--- src/rtl/multicycle_sequencer_pkg.sv ---
// rtl/multicycle_sequencer_pkg.sv - opcode, FSM state and op-class definitions for the multicycle sequencer
package multicycle_sequencer_pkg;

  // RV32I major opcodes handled by the sequencer
  localparam logic [6:0] OPC_R      = 7'b0110011;
  localparam logic [6:0] OPC_I      = 7'b0010011;
  localparam logic [6:0] OPC_LOAD   = 7'b0000011;
  localparam logic [6:0] OPC_STORE  = 7'b0100011;
  localparam logic [6:0] OPC_BRANCH = 7'b1100011;

  // Codes are visible on the debug state port, so they are fixed explicitly
  typedef enum logic [2:0] {
    ST_FETCH  = 3'd0,
    ST_DECODE = 3'd1,
    ST_EXEC   = 3'd2,
    ST_MEM    = 3'd3,
    ST_WB     = 3'd4,
    ST_TRAP   = 3'd5
  } state_e;

  typedef enum logic [2:0] {
    OP_R      = 3'd0,
    OP_I      = 3'd1,
    OP_LOAD   = 3'd2,
    OP_STORE  = 3'd3,
    OP_BRANCH = 3'd4
  } op_class_e;

  localparam logic [1:0] ALU_ADD   = 2'b00;
  localparam logic [1:0] ALU_SUB   = 2'b01;
  localparam logic [1:0] ALU_FUNCT = 2'b10;

endpackage

--- src/rtl/multicycle_sequencer_if.sv ---
// rtl/multicycle_sequencer_if.sv - sequencer <-> datapath/memory control bundle
// master: the sequencer (reads ir_q, mem_ready, stall; drives every control strobe)
// slave : the datapath/memory side (drives ir_q, mem_ready, stall; reads the strobes)
interface multicycle_sequencer_if #(
  parameter int N = 32
);
  logic [N-1:0] ir_q;
  logic         mem_ready;
  logic         stall;
  logic         mem_req;
  logic         mem_we;
  logic         mem_sel_data;
  logic         ir_we;
  logic         pc_we;
  logic         branch_en;
  logic [1:0]   alu_op;
  logic         alu_src;
  logic         reg_we;
  logic         mem_to_reg;
  logic         illegal;
  logic [2:0]   state;

  modport master (
    input  ir_q, mem_ready, stall,
    output mem_req, mem_we, mem_sel_data, ir_we, pc_we, branch_en,
           alu_op, alu_src, reg_we, mem_to_reg, illegal, state
  );

  modport slave (
    output ir_q, mem_ready, stall,
    input  mem_req, mem_we, mem_sel_data, ir_we, pc_we, branch_en,
           alu_op, alu_src, reg_we, mem_to_reg, illegal, state
  );
endinterface

--- src/rtl/multicycle_sequencer_instr_class_decode.sv ---
// rtl/multicycle_sequencer_instr_class_decode.sv - combinational opcode to op-class classifier
// opcode_i : ir_q[6:0]
// class_o  : op class (OP_R when illegal)
// legal_o  : 1 when the opcode is one of the supported classes
module multicycle_sequencer_instr_class_decode
  import multicycle_sequencer_pkg::*;
(
  input  logic [6:0] opcode_i,
  output op_class_e  class_o,
  output logic       legal_o
);

  always_comb begin
    class_o = OP_R;
    legal_o = 1'b1;
    case (opcode_i)
      OPC_R:      class_o = OP_R;
      OPC_I:      class_o = OP_I;
      OPC_LOAD:   class_o = OP_LOAD;
      OPC_STORE:  class_o = OP_STORE;
      OPC_BRANCH: class_o = OP_BRANCH;
      default:    legal_o = 1'b0;
    endcase
  end

endmodule

--- src/rtl/multicycle_sequencer.sv ---
// rtl/multicycle_sequencer.sv - multi-cycle RV32I control FSM around a single shared memory port
// clk : rising-edge clock
// rst : asynchronous active-low reset
// bus : master side of multicycle_sequencer_if (ir_q/mem_ready/stall in, control strobes out)
module multicycle_sequencer
  import multicycle_sequencer_pkg::*;
(
  input  logic                   clk,
  input  logic                   rst,
  multicycle_sequencer_if.master bus
);

  state_e    state_q, state_d;
  op_class_e op_q, op_d;
  op_class_e dec_class;
  logic      dec_legal;

  multicycle_sequencer_instr_class_decode u_decode (
    .opcode_i (bus.ir_q[6:0]),
    .class_o  (dec_class),
    .legal_o  (dec_legal)
  );

  always_ff @(posedge clk or negedge rst) begin
    if (!rst) begin
      state_q <= ST_FETCH;
      op_q    <= OP_R;
    end else begin
      state_q <= state_d;
      op_q    <= op_d;
    end
  end

  always_comb begin
    state_d          = state_q;
    op_d             = op_q;
    bus.mem_req      = 1'b0;
    bus.mem_we       = 1'b0;
    bus.mem_sel_data = 1'b0;
    bus.ir_we        = 1'b0;
    bus.pc_we        = 1'b0;
    bus.branch_en    = 1'b0;
    bus.alu_op       = ALU_ADD;
    bus.alu_src      = 1'b0;
    bus.reg_we       = 1'b0;
    bus.mem_to_reg   = 1'b0;
    bus.illegal      = 1'b0;
    bus.state        = state_q;

    case (state_q)
      ST_FETCH: begin
        if (!bus.stall) begin
          bus.mem_req = 1'b1;
          // IR load and PC increment happen in the completing cycle itself
          if (bus.mem_ready) begin
            bus.ir_we = 1'b1;
            bus.pc_we = 1'b1;
            state_d   = ST_DECODE;
          end
        end
      end
      ST_DECODE: begin
        if (dec_legal) begin
          op_d    = dec_class;
          state_d = ST_EXEC;
        end else begin
          state_d = ST_TRAP;
        end
      end
      ST_EXEC: begin
        case (op_q)
          OP_R:      begin bus.alu_op = ALU_FUNCT;                       state_d = ST_WB;    end
          OP_I:      begin bus.alu_op = ALU_FUNCT; bus.alu_src = 1'b1;   state_d = ST_WB;    end
          OP_LOAD,
          OP_STORE:  begin bus.alu_op = ALU_ADD;   bus.alu_src = 1'b1;   state_d = ST_MEM;   end
          OP_BRANCH: begin bus.alu_op = ALU_SUB;   bus.branch_en = 1'b1; state_d = ST_FETCH; end
          default:   state_d = ST_FETCH;
        endcase
      end
      ST_MEM: begin
        // Address is ALU result, so keep the address-add selection stable for the whole access
        bus.mem_req      = 1'b1;
        bus.mem_sel_data = 1'b1;
        bus.mem_we       = (op_q == OP_STORE);
        bus.alu_op       = ALU_ADD;
        bus.alu_src      = 1'b1;
        if (bus.mem_ready) state_d = (op_q == OP_LOAD) ? ST_WB : ST_FETCH;
      end
      ST_WB: begin
        bus.reg_we     = 1'b1;
        bus.mem_to_reg = (op_q == OP_LOAD);
        bus.alu_op     = (op_q == OP_LOAD) ? ALU_ADD : ALU_FUNCT;
        bus.alu_src    = (op_q != OP_R);
        state_d        = ST_FETCH;
      end
      ST_TRAP: begin
        bus.illegal = 1'b1;
      end
      default: state_d = ST_FETCH;
    endcase

    // Reset forces every strobe low immediately, abandoning any access in flight
    if (!rst) begin
      bus.mem_req      = 1'b0;
      bus.mem_we       = 1'b0;
      bus.mem_sel_data = 1'b0;
      bus.ir_we        = 1'b0;
      bus.pc_we        = 1'b0;
      bus.branch_en    = 1'b0;
      bus.alu_op       = ALU_ADD;
      bus.alu_src      = 1'b0;
      bus.reg_we       = 1'b0;
      bus.mem_to_reg   = 1'b0;
      bus.illegal      = 1'b0;
    end
  end

endmodule

--- src/flat_wrapper.sv ---
// flat-port wrapper written by rule: the top's interface ports become plain ports
module multicycle_sequencer_flat import multicycle_sequencer_pkg::*;
  (clk, rst, bus_ir_q, bus_mem_ready, bus_stall, bus_mem_req, bus_mem_we, bus_mem_sel_data, bus_ir_we, bus_pc_we, bus_branch_en, bus_alu_op, bus_alu_src, bus_reg_we, bus_mem_to_reg, bus_illegal, bus_state);
  multicycle_sequencer_if #(.N(32)) bus_i ();
  input  logic clk;
  input  logic rst;
  input wire logic [$bits(bus_i.ir_q)-1:0] bus_ir_q;
  input wire logic [$bits(bus_i.mem_ready)-1:0] bus_mem_ready;
  input wire logic [$bits(bus_i.stall)-1:0] bus_stall;
  output wire logic [$bits(bus_i.mem_req)-1:0] bus_mem_req;
  output wire logic [$bits(bus_i.mem_we)-1:0] bus_mem_we;
  output wire logic [$bits(bus_i.mem_sel_data)-1:0] bus_mem_sel_data;
  output wire logic [$bits(bus_i.ir_we)-1:0] bus_ir_we;
  output wire logic [$bits(bus_i.pc_we)-1:0] bus_pc_we;
  output wire logic [$bits(bus_i.branch_en)-1:0] bus_branch_en;
  output wire logic [$bits(bus_i.alu_op)-1:0] bus_alu_op;
  output wire logic [$bits(bus_i.alu_src)-1:0] bus_alu_src;
  output wire logic [$bits(bus_i.reg_we)-1:0] bus_reg_we;
  output wire logic [$bits(bus_i.mem_to_reg)-1:0] bus_mem_to_reg;
  output wire logic [$bits(bus_i.illegal)-1:0] bus_illegal;
  output wire logic [$bits(bus_i.state)-1:0] bus_state;
  assign bus_i.ir_q = bus_ir_q;
  assign bus_i.mem_ready = bus_mem_ready;
  assign bus_i.stall = bus_stall;
  assign bus_mem_req = bus_i.mem_req;
  assign bus_mem_we = bus_i.mem_we;
  assign bus_mem_sel_data = bus_i.mem_sel_data;
  assign bus_ir_we = bus_i.ir_we;
  assign bus_pc_we = bus_i.pc_we;
  assign bus_branch_en = bus_i.branch_en;
  assign bus_alu_op = bus_i.alu_op;
  assign bus_alu_src = bus_i.alu_src;
  assign bus_reg_we = bus_i.reg_we;
  assign bus_mem_to_reg = bus_i.mem_to_reg;
  assign bus_illegal = bus_i.illegal;
  assign bus_state = bus_i.state;
  multicycle_sequencer u_core (.clk(clk), .rst(rst), .bus(bus_i));
endmodule
--- config.mk ---
export PLATFORM = sky130hd
export DESIGN_NAME = multicycle_sequencer_flat
export DESIGN_NICKNAME = d
export VERILOG_FILES = /design/src/rtl/multicycle_sequencer_pkg.sv /design/src/rtl/multicycle_sequencer_if.sv /design/src/rtl/multicycle_sequencer_instr_class_decode.sv /design/src/rtl/multicycle_sequencer.sv /design/src/flat_wrapper.sv
export SDC_FILE = /design/constraint.sdc
export NUM_CORES = 1
export LEC_CHECK = 0
export BUFFER_PORTS_ARGS = -buffer_cell sky130_fd_sc_hd__buf_2
export CAP_MARGIN = 5
export CORE_ASPECT_RATIO = 1.25
export CORE_MARGIN = 2
export CORE_UTILIZATION = 30
export CTS_CLUSTER_DIAMETER = 30
export DETAILED_ROUTE_END_ITERATION = 10
export GPL_ROUTABILITY_DRIVEN = 0
export PLACE_DENSITY_LB_ADDON = 0.05
export SLEW_MARGIN = 20
export SYNTH_ARGS = -nofsm -noshare
export SYNTH_HDL_FRONTEND = slang
export SYNTH_SLANG_ARGS = --single-unit
export TNS_END_PERCENT = 30
--- constraint.sdc ---
create_clock -name clk -period 1.7 [get_ports clk]
set_clock_uncertainty 0.15 [all_clocks]
set_input_delay 0.085 -clock clk [delete_from_list [all_inputs] [get_ports clk]]
set_output_delay 0.085 -clock clk [all_outputs]
set_load 0.03 [all_outputs]
### Word-level counts from Yosys, hierarchy flattened

Cells that the tools add are included.

* register bits: 6
* input bits: 36

* bitwise gates (word level): 1
* multiplexer cells: 36
* equality and inequality tests: 17
* reduce and logical (&&, ||, !) cells: 9

Operators with widths (number)
* two-way mux 1 bit: 22
* two-way mux 3 bit: 5
* one-hot mux 3 bit (5 select lines): 1
* == test 7 x 6 -> 1 bit, second input constant: 2
* == test 3 x 2 -> 1 bit, second input constant: 4
* one-hot mux 3 bit (4 select lines): 1
* == test 3 bit, second input constant: 3
* one-hot mux 2 bit (2 select lines): 2
* == test 7 x 2 -> 1 bit, second input constant: 1
* == test 7 x 5 -> 1 bit, second input constant: 1
* == test 7 bit, second input constant: 1
* == test 3 x 1 -> 1 bit, second input constant: 2
* logical NOT 3 bit: 2
* inequality test 2 bit, second input constant: 3
* one-hot mux 3 bit (2 select lines): 1
* OR reduction 5 bit: 1
* two-way mux 2 bit: 2
* AND reduction 4 bit: 1
* OR reduction 2 bit: 2
* one-hot mux 1 bit (3 select lines): 1
* nonzero test 3 bit: 1
* OR reduction 3 bit: 1
* one-hot mux 1 bit (2 select lines): 1
* AND reduction 2 bit: 1
* inverter 1 bit: 1

### Depth between registers and ports, before layout

Gate-level depths: netlist of the first run.

* word-level depth: 5
* depth in mapped cells: 4
* gate-level depth less buffers: 3

### Cells and area by module

From an unflattened synthesis of the first run, not the netlist that was laid out.

* cell total of the unflattened synthesis: 59
* area, all modules: 579.3 um^2

Modules (own cells, without submodules)
* multicycle_sequencer: times used 1, cells an instance 51, area an instance 503.0 um^2, seq. area each 150.1 um^2
* multicycle_sequencer_instr_class_decode: times used 1, cells an instance 8, area an instance 76.3 um^2, seq. area each 0.0 um^2

### Worst setup path after synthesis of the first run

OpenSTA, ideal clock, no wires.

* kind: reg2out
* start point: reg u_core.state_q[1] (netlist: u_core.bus.state[1])
* end point: out bus_mem_to_reg
* setup slack: -796 ps
* required time: 1465 ps
* cell stages (with the launch flop): 4
* data arrival time: 2261 ps
* cells stage by stage: dfrtp_1 -> clkbuf_1 -> and4bb_1 -> nor4b_1

* longest elaborated chain between the ends: 3

RTL lines
* from (decl): line multicycle_sequencer.sv:13 `state_e state_q, state_d;`
* from (signal assigned): line multicycle_sequencer.sv:29 `state_q <= state_d;`
* == test 3 bit: line multicycle_sequencer.sv:50 `case (state_q)`
* two-way mux 1 bit: line multicycle_sequencer.sv:50
* two-way mux 1 bit: line multicycle_sequencer.sv:103 `if (!rst) begin`
* to (decl): line flat_wrapper.sv:19 `output wire logic [$bits(bus_i.mem_to_reg)-1:0] bus_mem_to_reg;`

Every way passes these cells.

### Worst setup path after layout of the first run

* start point: reg u_core.state_q[2] (netlist: u_core.bus.state[2])
* end point: out bus_alu_op[0]

* longest elaborated chain between the ends: 3
* elaborated cells on any way between the ends: 4
* classes of those cells: eq/ne (2); mux (2)

RTL lines
* == test 3 bit or == test 3 x 2 -> 1 bit (tied branches): line multicycle_sequencer.sv:50
* one-hot mux 2 bit (2 select lines) *: line multicycle_sequencer.sv:50
* two-way mux 2 bit *: line multicycle_sequencer.sv:103
* to (decl): line flat_wrapper.sv:16 `output wire logic [$bits(bus_i.alu_op)-1:0] bus_alu_op;`

Every way passes the cells marked *; elsewhere a longest branch is shown, timed or not.

==> results of run 1 <==
## cells in the final DEF (no fill, tap or decap), drive strengths merged, types with 3 or more instances in the layout
master | synthesis | final
buf | 2 | 36
nor2 | 4 | 4
dfrtp | 6 | 6
dlygate4sd3 | 0 | 3
clkbuf | 3 | 5
o21ai | 5 | 5
nand2b | 4 | 4
inv | 3 | 3
nor4b | 3 | 3
nand2 | 3 | 3
## through the flow
stage / setup TNS (ps) / setup WS (ps) / std cells / power, W
3_3_place_gp: 0 / 94.32 / 113 / 0.0008394
6_report: -92.38 / -36.49 / 125 / 0.001077
5_1_grt: -589.9 / -101.5 / 125 / 0.001145
3_5_place_dp: 0 / 90.49 / 113 / 0.0008438
4_1_cts: -172.3 / -48.15 / 123 / 0.001078
2_1_floorplan: -34.77 / -34.77 / 67 / 0.0006515
## logic make-up after synthesis
logic type,after synthesis
AO/OA/AOI/OAI,19
buffers and inverters,8
AND/OR/NAND/NOR,33
flip-flops,6
XOR/XNOR,1
## power by group
part / leakage, nW / internal, W / switching [W]
clock: 0.0150 / 0.0000890 / 0.0000535
combinational: 0.341 / 0.000308 / 0.000372
sequential: 0.0638 / 0.000191 / 0.0000634
## critical path: stages (launching register included)
cell and delay [ps]:
dfrtp_2 420, buf_6 130, and4bb_1 300, nor4b_4 240, buf_6 170
## worst paths after layout
check                                      end  slack [ps]                 from
max                              bus_alu_op[0]         -40  u_core.bus.state[2]
min                        u_core.bus.state[2]          10          bus_ir_q[2]
max reg2reg                     u_core.op_q[0]          10  u_core.bus.state[2]
min reg2reg                     u_core.op_q[2]         510       u_core.op_q[2]
max in group asynchronous  u_core.bus.state[1]         940                  rst
min in group asynchronous  u_core.bus.state[0]         210                  rst
## what timing repair did
item | 4_1_cts | 5_1_grt
endpoints found under the hold margin | 7 | 0
setup buffers | 3 | 2
hold buffers | 3 | 0
endpoints found under the setup margin | 6 | 8
pin swaps | 2 | 1
gates resized for setup | 12 | 6
## routing by layer
layer / vias to the layer above / global-route usage / wire (um)
li1: 335 / - / -
met1: 310 / 0.1719 / 702
met4: 0 / 0.09375 / 29
met3: 4 / 0.01379 / 71
met2: 23 / 0.2753 / 807
met5: - / 0 / 0
## final cells by class
| class | instances | area (um2) |
|---|---|---|
| flip-flops and latches | 6 | 153.9 |
| fillers | 180 | 785.8 |
| clock buffers | 4 | 26.28 |
| inverters | 3 | 11.26 |
| repair buffers | 40 | 292.8 |
| multi-input cells | 53 | 471.7 |
| well taps | 19 | 23.77 |
## flip-flops by register name, summed over array words and instances, names as in the netlist
register / flops
u_core.op_q: 3
u_core.bus.state: 3
==> summary.md, run 1 <==
| Metric | Value |
|---|---|
| Status | `finished with violations` |
| Violated checks | `setup timing` |
| H-tree Lvls | `1` |
| Max-Cap Viols | `0` |
| Cells on worst reg2reg path | `4` |
| Post-Synth XOR/XNOR Area | `0.01566` |
| Simple logic cell fraction of the synthesized area | `0.4049` |
| Number of synthesized flops with an enable pin | `0` |
| Final Cycle Share | `1.021` |
| Die width | `42.62 um` |
| Count leader, synth | `dfrtp_1` |
| Seq cells post-synth | `6` |
| Crit path capture type | `output pin` |
| Worst Hold Depth | `3` |
| Post-DRT Antenna Nets | `0` |
| First-pass GRT wire length | `2628 um` |
| Yosys top cell by area | `dfrtp_1` |
| Mapped Area | `559.3 um2` |
| CTS clock-pin slew for the worst setup and hold paths | `50 ps` |
| Max Slew Vio Count | `0` |
| Share of cells above drive strength 1 | `0.5377` |
| Initial DRC count | `3` |
| Startpoint types | `flip-flop` |
| Seq/Total Area, Yosys | `0.2685` |
| Area Growth Syn to Fin | `75.17%` |
| Placed inst area | `827.0 um2` |
| Final routed DRC violation total | `0` |
| Largest net degree at the start of global routing | `12` |
| WS Path Type | `reg2out` |
| Crit path max fanout | `4` |
| Min Tclk post-route | `1736 ps` |
| Num rows | `17` |
| Max rail drop VDD | `0.8714 mV` |
| Final WS setup | `-36.49 ps` |
| IO Pins | `51` |
| Final Util | `0.5549` |
| Initial Util | `0.3168` |
| Final hold slack | `13.64 ps` |
| Initial antenna violation count | `0` |
| GRT overflow | `0` |
| Die area | `2228 um2` |
| Via count of the first global-routing pass | `629` |
| Critical path required time | `1460 ps` |
| Mux contribution to synthesized area | `0` |
| Die H | `52.28 um` |
| CTS tree | `done` |
| Setup violators final | `5` |
| CTS max path bufs | `2` |
| Clock buffer count from CTS | `3` |
| Top cells by count, synth | `6 x dfrtp_1, 4 x nand2b_1, 4 x nor2_1` |
| Top cell type's share of synthesized area | `0.2685` |
| PortBufs | `25` |
| RSZ-0062 raised after global routing | `yes` |
| CTS Root Cell | `clkbuf_4` |
| Peak Freq | `0.5759 GHz` |
| Arr. time, crit path | `1500 ps` |
| Worst min path class | `in2reg` |
| Netlist cell types | `38` |
| Syn_area_per_cell | `8.348 um2` |
| Synth Area in Adders | `0` |
| Pleak | `0.4201 nW` |
| Final Cell Area | `979.7 um2` |
| Synth warnings | `0` |
| Pwr/cell area | `1099 nW/um2` |
| Worst skew pair latency | `250 ps` |
| Cell count after synthesis | `67` |
| Hold Vio Cnt, Final | `0` |
| Area of the core | `1765 um2` |
| Gr usage total | `0.1532` |
| Synth area leaders | `dfrtp_1 27%, nor4b_1 4.7%, and4bb_1 4.5%, nand2b_1 4.5%, o21ai_1 2.7%` |
| Slew HR | `0.7384` |
| First drt pass iteration count | `4` |
| Vias per inst | `5.376` |
| Vias | `672` |
| Synth Net Count | `103` |
| Fraction of registers with async set/reset | `1.000` |
| Final #Nets | `143` |
| Wire length per cell | `12.89 um` |
| Clock Sink Count | `6` |
| Inserted Diodes | `0` |
| Final HPWL DP | `1245 um` |
| Synth Area in Compound Gates | `0.2483` |
| Measured slew at the worst slew-check pin | `387.4 ps` |
| Routed WL | `1611 um` |
| Synth Flop Type | `dfrtp_1` |
| Largest family of logic cells by synthesized area | `simple AND/OR/NAND/NOR gates` |
(Power assumes the default switching activity.)
==> run 2: changes to the inputs <==
Settings changed: CELL_PAD_IN_SITES_DETAIL_PLACEMENT from default to 0, CELL_PAD_IN_SITES_GLOBAL_PLACEMENT from default to 1, CORE_UTILIZATION 30 to 23.
==> run 2 against run 1 <==
Compared with the run above:
- the run still ends with setup timing left
- non-clock buffer count stayed put
- die area is 28% higher
- register-to-register slack hardly changed
- global-route usage is 1.5 points lower
- hold slack better by 32 ps
- sequential share of layout area is 0.20 points lower
- fmax is 0.46% higher
- count of clock-buffer cells in the layout stayed put
- cell count is 11% higher
- critical path depth stayed put
==> summary.md, run 2 (synthesized netlist as in run 1, its figures left out) <==
| Metric | Value |
|---|---|
| Initial Util | `0.2353` |
| Vias per inst | `4.748` |
| Max stage delay on crit path | `410 ps` |
| Final routed DRC violation total | `0` |
| Initial DRC count | `5` |
| Max-Cap Viols | `0` |
| Most common cell after layout, fill and taps aside | `buf_2` |
| Peak Freq | `0.5785 GHz` |
| Num rows | `20` |
| Critical path required time | `1460 ps` |
| Initial antenna violation count | `0` |
| H-tree Lvls | `1` |
| Area of the core | `2377 um2` |
| GRT overflow | `0` |
| Worst skew pair latency | `250 ps` |
| Final WS setup | `-28.61 ps` |
| Worst slack at placement | `83.22 ps` |
| Clock Sink Count | `6` |
| Final Cycle Share | `1.017` |
| Worst min path class | `in2reg` |
| Final Util | `0.4174` |
| Die width | `48.11 um` |
| CTS Root Cell | `clkbuf_4` |
| Largest net degree at the start of global routing | `10` |
| Area Growth Syn to Fin | `77.41%` |
| Max rail drop VDD | `0.5259 mV` |
| Crit-path slowest cell | `dfrtp_2` |
| IO Pins | `51` |
| CP startpoint | `u_core.bus.state[0]` |
| Clock buffer count from CTS | `3` |
| RSZ-0062 raised after global routing | `yes` |
| First-pass GRT wire length | `2753 um` |
| Share of cells above drive strength 1 | `0.5189` |
| Levels on crit path | `4` |
| Area used by multi-input combinational logic | `465.4 um2` |
| CTS clock-pin slew for the worst setup and hold paths | `50 ps` |
| Most frequent cells in the layout | `17 x buf_2, 12 x buf_4, 7 x buf_6` |
| Die area | `2845 um2` |
| Die H | `59.14 um` |
| Max Slew Vio Count | `0` |
| Post-DRT Antenna Nets | `0` |
| Routed WL | `1733 um` |
| Hold Vio Cnt, Final | `0` |
| Slew HR | `0.7448` |
| RR Endpoint | `u_core.op_q[0]` |
| Violated checks | `setup timing` |
| Crit path max fanout | `9` |
| Final hold slack | `45.19 ps` |
| Crit path capture type | `output pin` |
| Final #Nets | `143` |
| PortBufs | `25` |
| Worst Setup EP | `bus_mem_req` |
| Measured slew at the worst slew-check pin | `373.1 ps` |
| Register area | `153.9 um2` |
| Pwr/cell area | `1075 nW/um2` |
| Wire length per cell | `12.47 um` |
| CTS max path bufs | `2` |
| Final HPWL DP | `1322 um` |
| CTS tree | `done` |
| Min Tclk post-route | `1729 ps` |
| Vias | `660` |
| Cells on worst reg2reg path | `4` |
| Reg-to-reg startpoint | `u_core.bus.state[0]` |
| Filler cells | `249` |
| Critical path's top delay family | `flip-flops` |
| Crit path cell chain | `buf_4 -> or3_1 -> a21oi_2 -> buf_6` |
| FF-to-FF setup slack | `10 ps` |
| Status | `finished with violations` |
| First drt pass iteration count | `4` |
| Pleak | `0.4182 nW` |
| Fin Setup TNS | `-67.91 ps` |
| Setup violators final | `4` |
| Gr usage total | `0.1386` |
| Arr. time, crit path | `1490 ps` |
| WS Path Type | `reg2out` |
| Buf/Inv on CP | `2` |
| Startpoint types | `flip-flop` |
| Via count of the first global-routing pass | `597` |
| Inserted Diodes | `0` |
==> run 2: changes by cell type in the layout (fill, tap and decap cells not counted) <==
cell           change
buf_4              +2
buf_2              -1
a2111oi_0          +1
dlygate4sd3_1      +1
a2111oi_2          -1
clkbuf_4           -1
buf_6              -1
==> run 2: layer usage <==
layer / up-vias / wire length, um / track usage / share of wire
li1: 333 / - / - / -
met1: 304 / 799 / 0.1864 / 0.46
met2: 18 / 836 / 0.2057 / 0.48
met3: 5 / 55 / 0.01829 / 0.032
met4: 0 / 42 / 0.08108 / 0.024
met5: - / 0 / 0 / 0
==> run 2: cell type report <==
type                            instances  share of cell area
Clock buffer                            4             0.02648
Sequential cell                         6              0.1551
Inverter                                3             0.01135
Multi-Input combinational cell         53              0.4691
Tap cell                               33             0.04161
Timing Repair Buffer                   40              0.2963
==> run 2: timing repair <==
action / CTS / global route
setup buffers: 3 / 1
resized for setup: 12 / 5
pin swaps: 3 / 2
hold buffers: 4 / 0
setup endpoints to repair: 7 / 11
hold endpoints to repair: 8 / 0
==> run 2: how the worst min path moves through the flow <==
stage,start,end,slack (ps),cells after the start
after floorplan,rst,u_core.bus.state[0],-360,0
after global placement,rst,u_core.bus.state[0],-70,2
after detailed placement,rst,u_core.bus.state[0],-60,2
after CTS,bus_stall,u_core.bus.state[0],40,4
after global routing,bus_stall,u_core.bus.state[0],40,4
final,bus_stall,u_core.bus.state[0],50,4
==> run 2: worst register-to-register path: stages (launching register included) <==
cell,delay [ps]
dfrtp_2,370
buf_4,110
or3b_4,380
or2_4,260
a211o_1,300
==> run 2: metrics by stage <==
| stage | cells | power, W | cell area, um2 |
|---|---|---|---|
| 2_1_floorplan | 67 | 0.0006515 | 650.6 |
| 6_report | 139 | 0.001067 | 992.2 |
| 5_1_grt | 139 | 0.001149 | 992.2 |
| 4_1_cts | 138 | 0.001059 | 970.9 |
| 3_3_place_gp | 127 | 0.0008330 | 844.6 |
| 3_5_place_dp | 127 | 0.0008338 | 844.6 |
==> run 2: where the power goes <==
part           leakage (nW)  switching [W]  internal (W)
clock                0.0150      0.0000599     0.0000894
sequential           0.0638      0.0000800      0.000190
combinational         0.339       0.000351      0.000296
==> run 3: changes to the inputs <==
Settings changed: BUFFER_PORTS_ARGS -buffer_cell sky130_fd_sc_hd__buf_2 to -buffer_cell sky130_fd_sc_hd__clkbuf_2, CORE_ASPECT_RATIO 1.25 to 1.75.
==> run 3 against run 2 <==
Compared with the run above:
- the run still ends with setup timing left
- design area grew 1.1%
- setup slack lost 23 ps
- global-route usage grew 0.55 points
- power grew 8.6%
- utilization grew 1.9 points
- sequential cell count is the same
- hold slack lost 14 ps
- via count grew 0.91%
- critical path depth is the same
- fmax shrank 1.3%
- cell count shrank 8.6%
- first-iteration DRC count grew to 3.2 times the previous value
==> summary.md, run 3 (synthesized netlist as in run 1, its figures left out) <==
| Metric | Value |
|---|---|
| Peak Freq | `0.5710 GHz` |
| Most frequent cells in the layout | `16 x clkbuf_2, 8 x clkbuf_8, 7 x buf_4` |
| Max stage delay on crit path | `400 ps` |
| Initial antenna violation count | `0` |
| Slew HR | `0.7303` |
| Vias | `666` |
| Violated checks | `setup timing` |
| Initial Util | `0.2429` |
| RR Endpoint | `u_core.bus.state[2]` |
| Min Tclk post-route | `1751 ps` |
| Hold Vio Cnt, Final | `0` |
| Final routed DRC violation total | `0` |
| Clock Sink Count | `6` |
| Setup violators final | `4` |
| Final HPWL DP | `1333 um` |
| Max-Cap Viols | `0` |
| Share of cells above drive strength 1 | `0.5392` |
| Area of the core | `2302 um2` |
| Arr. time, crit path | `1520 ps` |
| Most common cell after layout, fill and taps aside | `clkbuf_2` |
| Gr usage total | `0.1441` |
| Vias per inst | `5.244` |
| Final Cycle Share | `1.030` |
| IO Pins | `51` |
| First-pass GRT wire length | `2863 um` |
| CTS max path bufs | `2` |
| Critical path required time | `1460 ps` |
| Pwr/cell area | `1154 nW/um2` |
| WS Path Type | `reg2out` |
| PortBufs | `25` |
| Crit path capture type | `output pin` |
| Worst Setup EP | `bus_mem_to_reg` |
| Worst skew pair latency | `230 ps` |
| Max rail drop VDD | `0.6552 mV` |
| Routed WL | `1771 um` |
| Largest net degree at the start of global routing | `12` |
| CTS clock-pin slew for the worst setup and hold paths | `40 ps` |
| CTS tree | `done` |
| Buf/Inv on CP | `2` |
| Filler cells | `240` |
| Final hold slack | `31.35 ps` |
| Levels on crit path | `4` |
| Die width | `41.28 um` |
| Status | `finished with violations` |
| CP startpoint | `u_core.bus.state[1]` |
| Post-DRT Antenna Nets | `0` |
| Die H | `69.24 um` |
| Wire length per cell | `13.94 um` |
| Final #Nets | `139` |
| Pleak | `0.4122 nW` |
| First drt pass iteration count | `4` |
| Die area | `2858 um2` |
| Num rows | `23` |
| Via count of the first global-routing pass | `657` |
| Max Slew Vio Count | `0` |
| H-tree Lvls | `1` |
| Initial DRC count | `16` |
| Placed cell count | `118` |
| Cells on worst reg2reg path | `5` |
| Inserted Diodes | `0` |
| RSZ-0062 raised after global routing | `yes` |
| Final WS setup | `-51.17 ps` |
| Clock buffer count from CTS | `3` |
| GRT overflow | `0` |
| Reg-to-reg startpoint | `u_core.bus.state[0]` |
| Critical path's top delay family | `simple AND/OR/NAND/NOR gates` |
| CTS Root Cell | `clkbuf_8` |
| Area Growth Syn to Fin | `79.42%` |
| Crit path cell chain | `buf_6 -> and4bb_4 -> nor4b_4 -> clkbuf_8` |
| FF-to-FF setup slack | `100 ps` |
| Worst min path class | `in2reg` |
| Crit path max fanout | `11` |
| Number of standard cells in the final layout excluding fillers | `127` |
| Startpoint types | `flip-flop` |
| Crit-path slowest cell | `dfrtp_2` |
| Measured slew at the worst slew-check pin | `399.5 ps` |
==> run 3: cell count changes in the layout (fill, tap and decap cells not counted), sizes merged <==
cell         before  now
buf              36   11
clkbuf            4   27
dlygate4sd3       4    2
==> run 3: layer usage <==
layer / part of all wire / vias to the layer above / GRT usage / wire [um]
li1: - / 333 / - / -
met1: 0.40 / 309 / 0.1542 / 712
met2: 0.53 / 19 / 0.2413 / 936
met3: 0.040 / 5 / 0.01923 / 71
met4: 0.029 / 0 / 0.08602 / 51
met5: 0 / - / 0 / 0
==> run 3: through the flow <==
stage	TNS, ps	cell area, um2	util	total power [W]	setup slack, ps
2_1_floorplan	-34.77	650.6	-	0.0006515	-34.77
4_1_cts	-243.1	977.2	0.4245	0.001158	-79.66
6_report	-108.0	1003	0.4359	0.001158	-51.17
3_5_place_dp	0	839.6	0.3647	0.0008590	94.21
3_3_place_gp	0	839.6	0.3647	0.0008574	77.65
5_1_grt	-579.5	1003	0.4359	0.001236	-115.2
==> run 3: cell type report <==
type	count	area [um2]	area share
clock buffers	4	45.04	0.04489
multi-input cells	53	484.2	0.4825
well taps	25	31.28	0.03117
inverters	3	11.26	0.01122
flip-flops and latches	6	153.9	0.1534
repair buffers	36	277.8	0.2768
==> run 3: worst min-delay path: cells and delay by family <==
family	cells	cell delay [ps]
buf+inv	1	110
compound gates	2	170
==> run 3: how the worst min path moves through the flow <==
stage / start / end / slack, ps / cells past startpoint
2_1_floorplan: rst / u_core.bus.state[0] / -360 / 0
3_3_place_gp: rst / u_core.bus.state[2] / -180 / 1
3_5_place_dp: rst / u_core.bus.state[0] / -180 / 1
4_1_cts: bus_ir_q[6] / u_core.op_q[1] / 30 / 2
5_1_grt: bus_ir_q[6] / u_core.op_q[1] / 60 / 2
6_report: bus_ir_q[2] / u_core.bus.state[2] / 30 / 3
==> run 3: repair_timing <==
action	in CTS	in global routing
pin swaps	3	1
gates cloned	0	0
buffers inserted	3	0
endpoints found under the setup margin	7	11
hold endpoints to repair	7	0
resized for setup	12	7
hold buffers	2	0
==> run 3: power by group <==
group / leakage, nW / switching (W) / internal (W)
Sequential: 0.0638 / 0.0000819 / 0.000191
Combinational: 0.326 / 0.000355 / 0.000305
Clock: 0.0228 / 0.0000639 / 0.000161
Total: 0.412 / 0.000501 / 0.000657
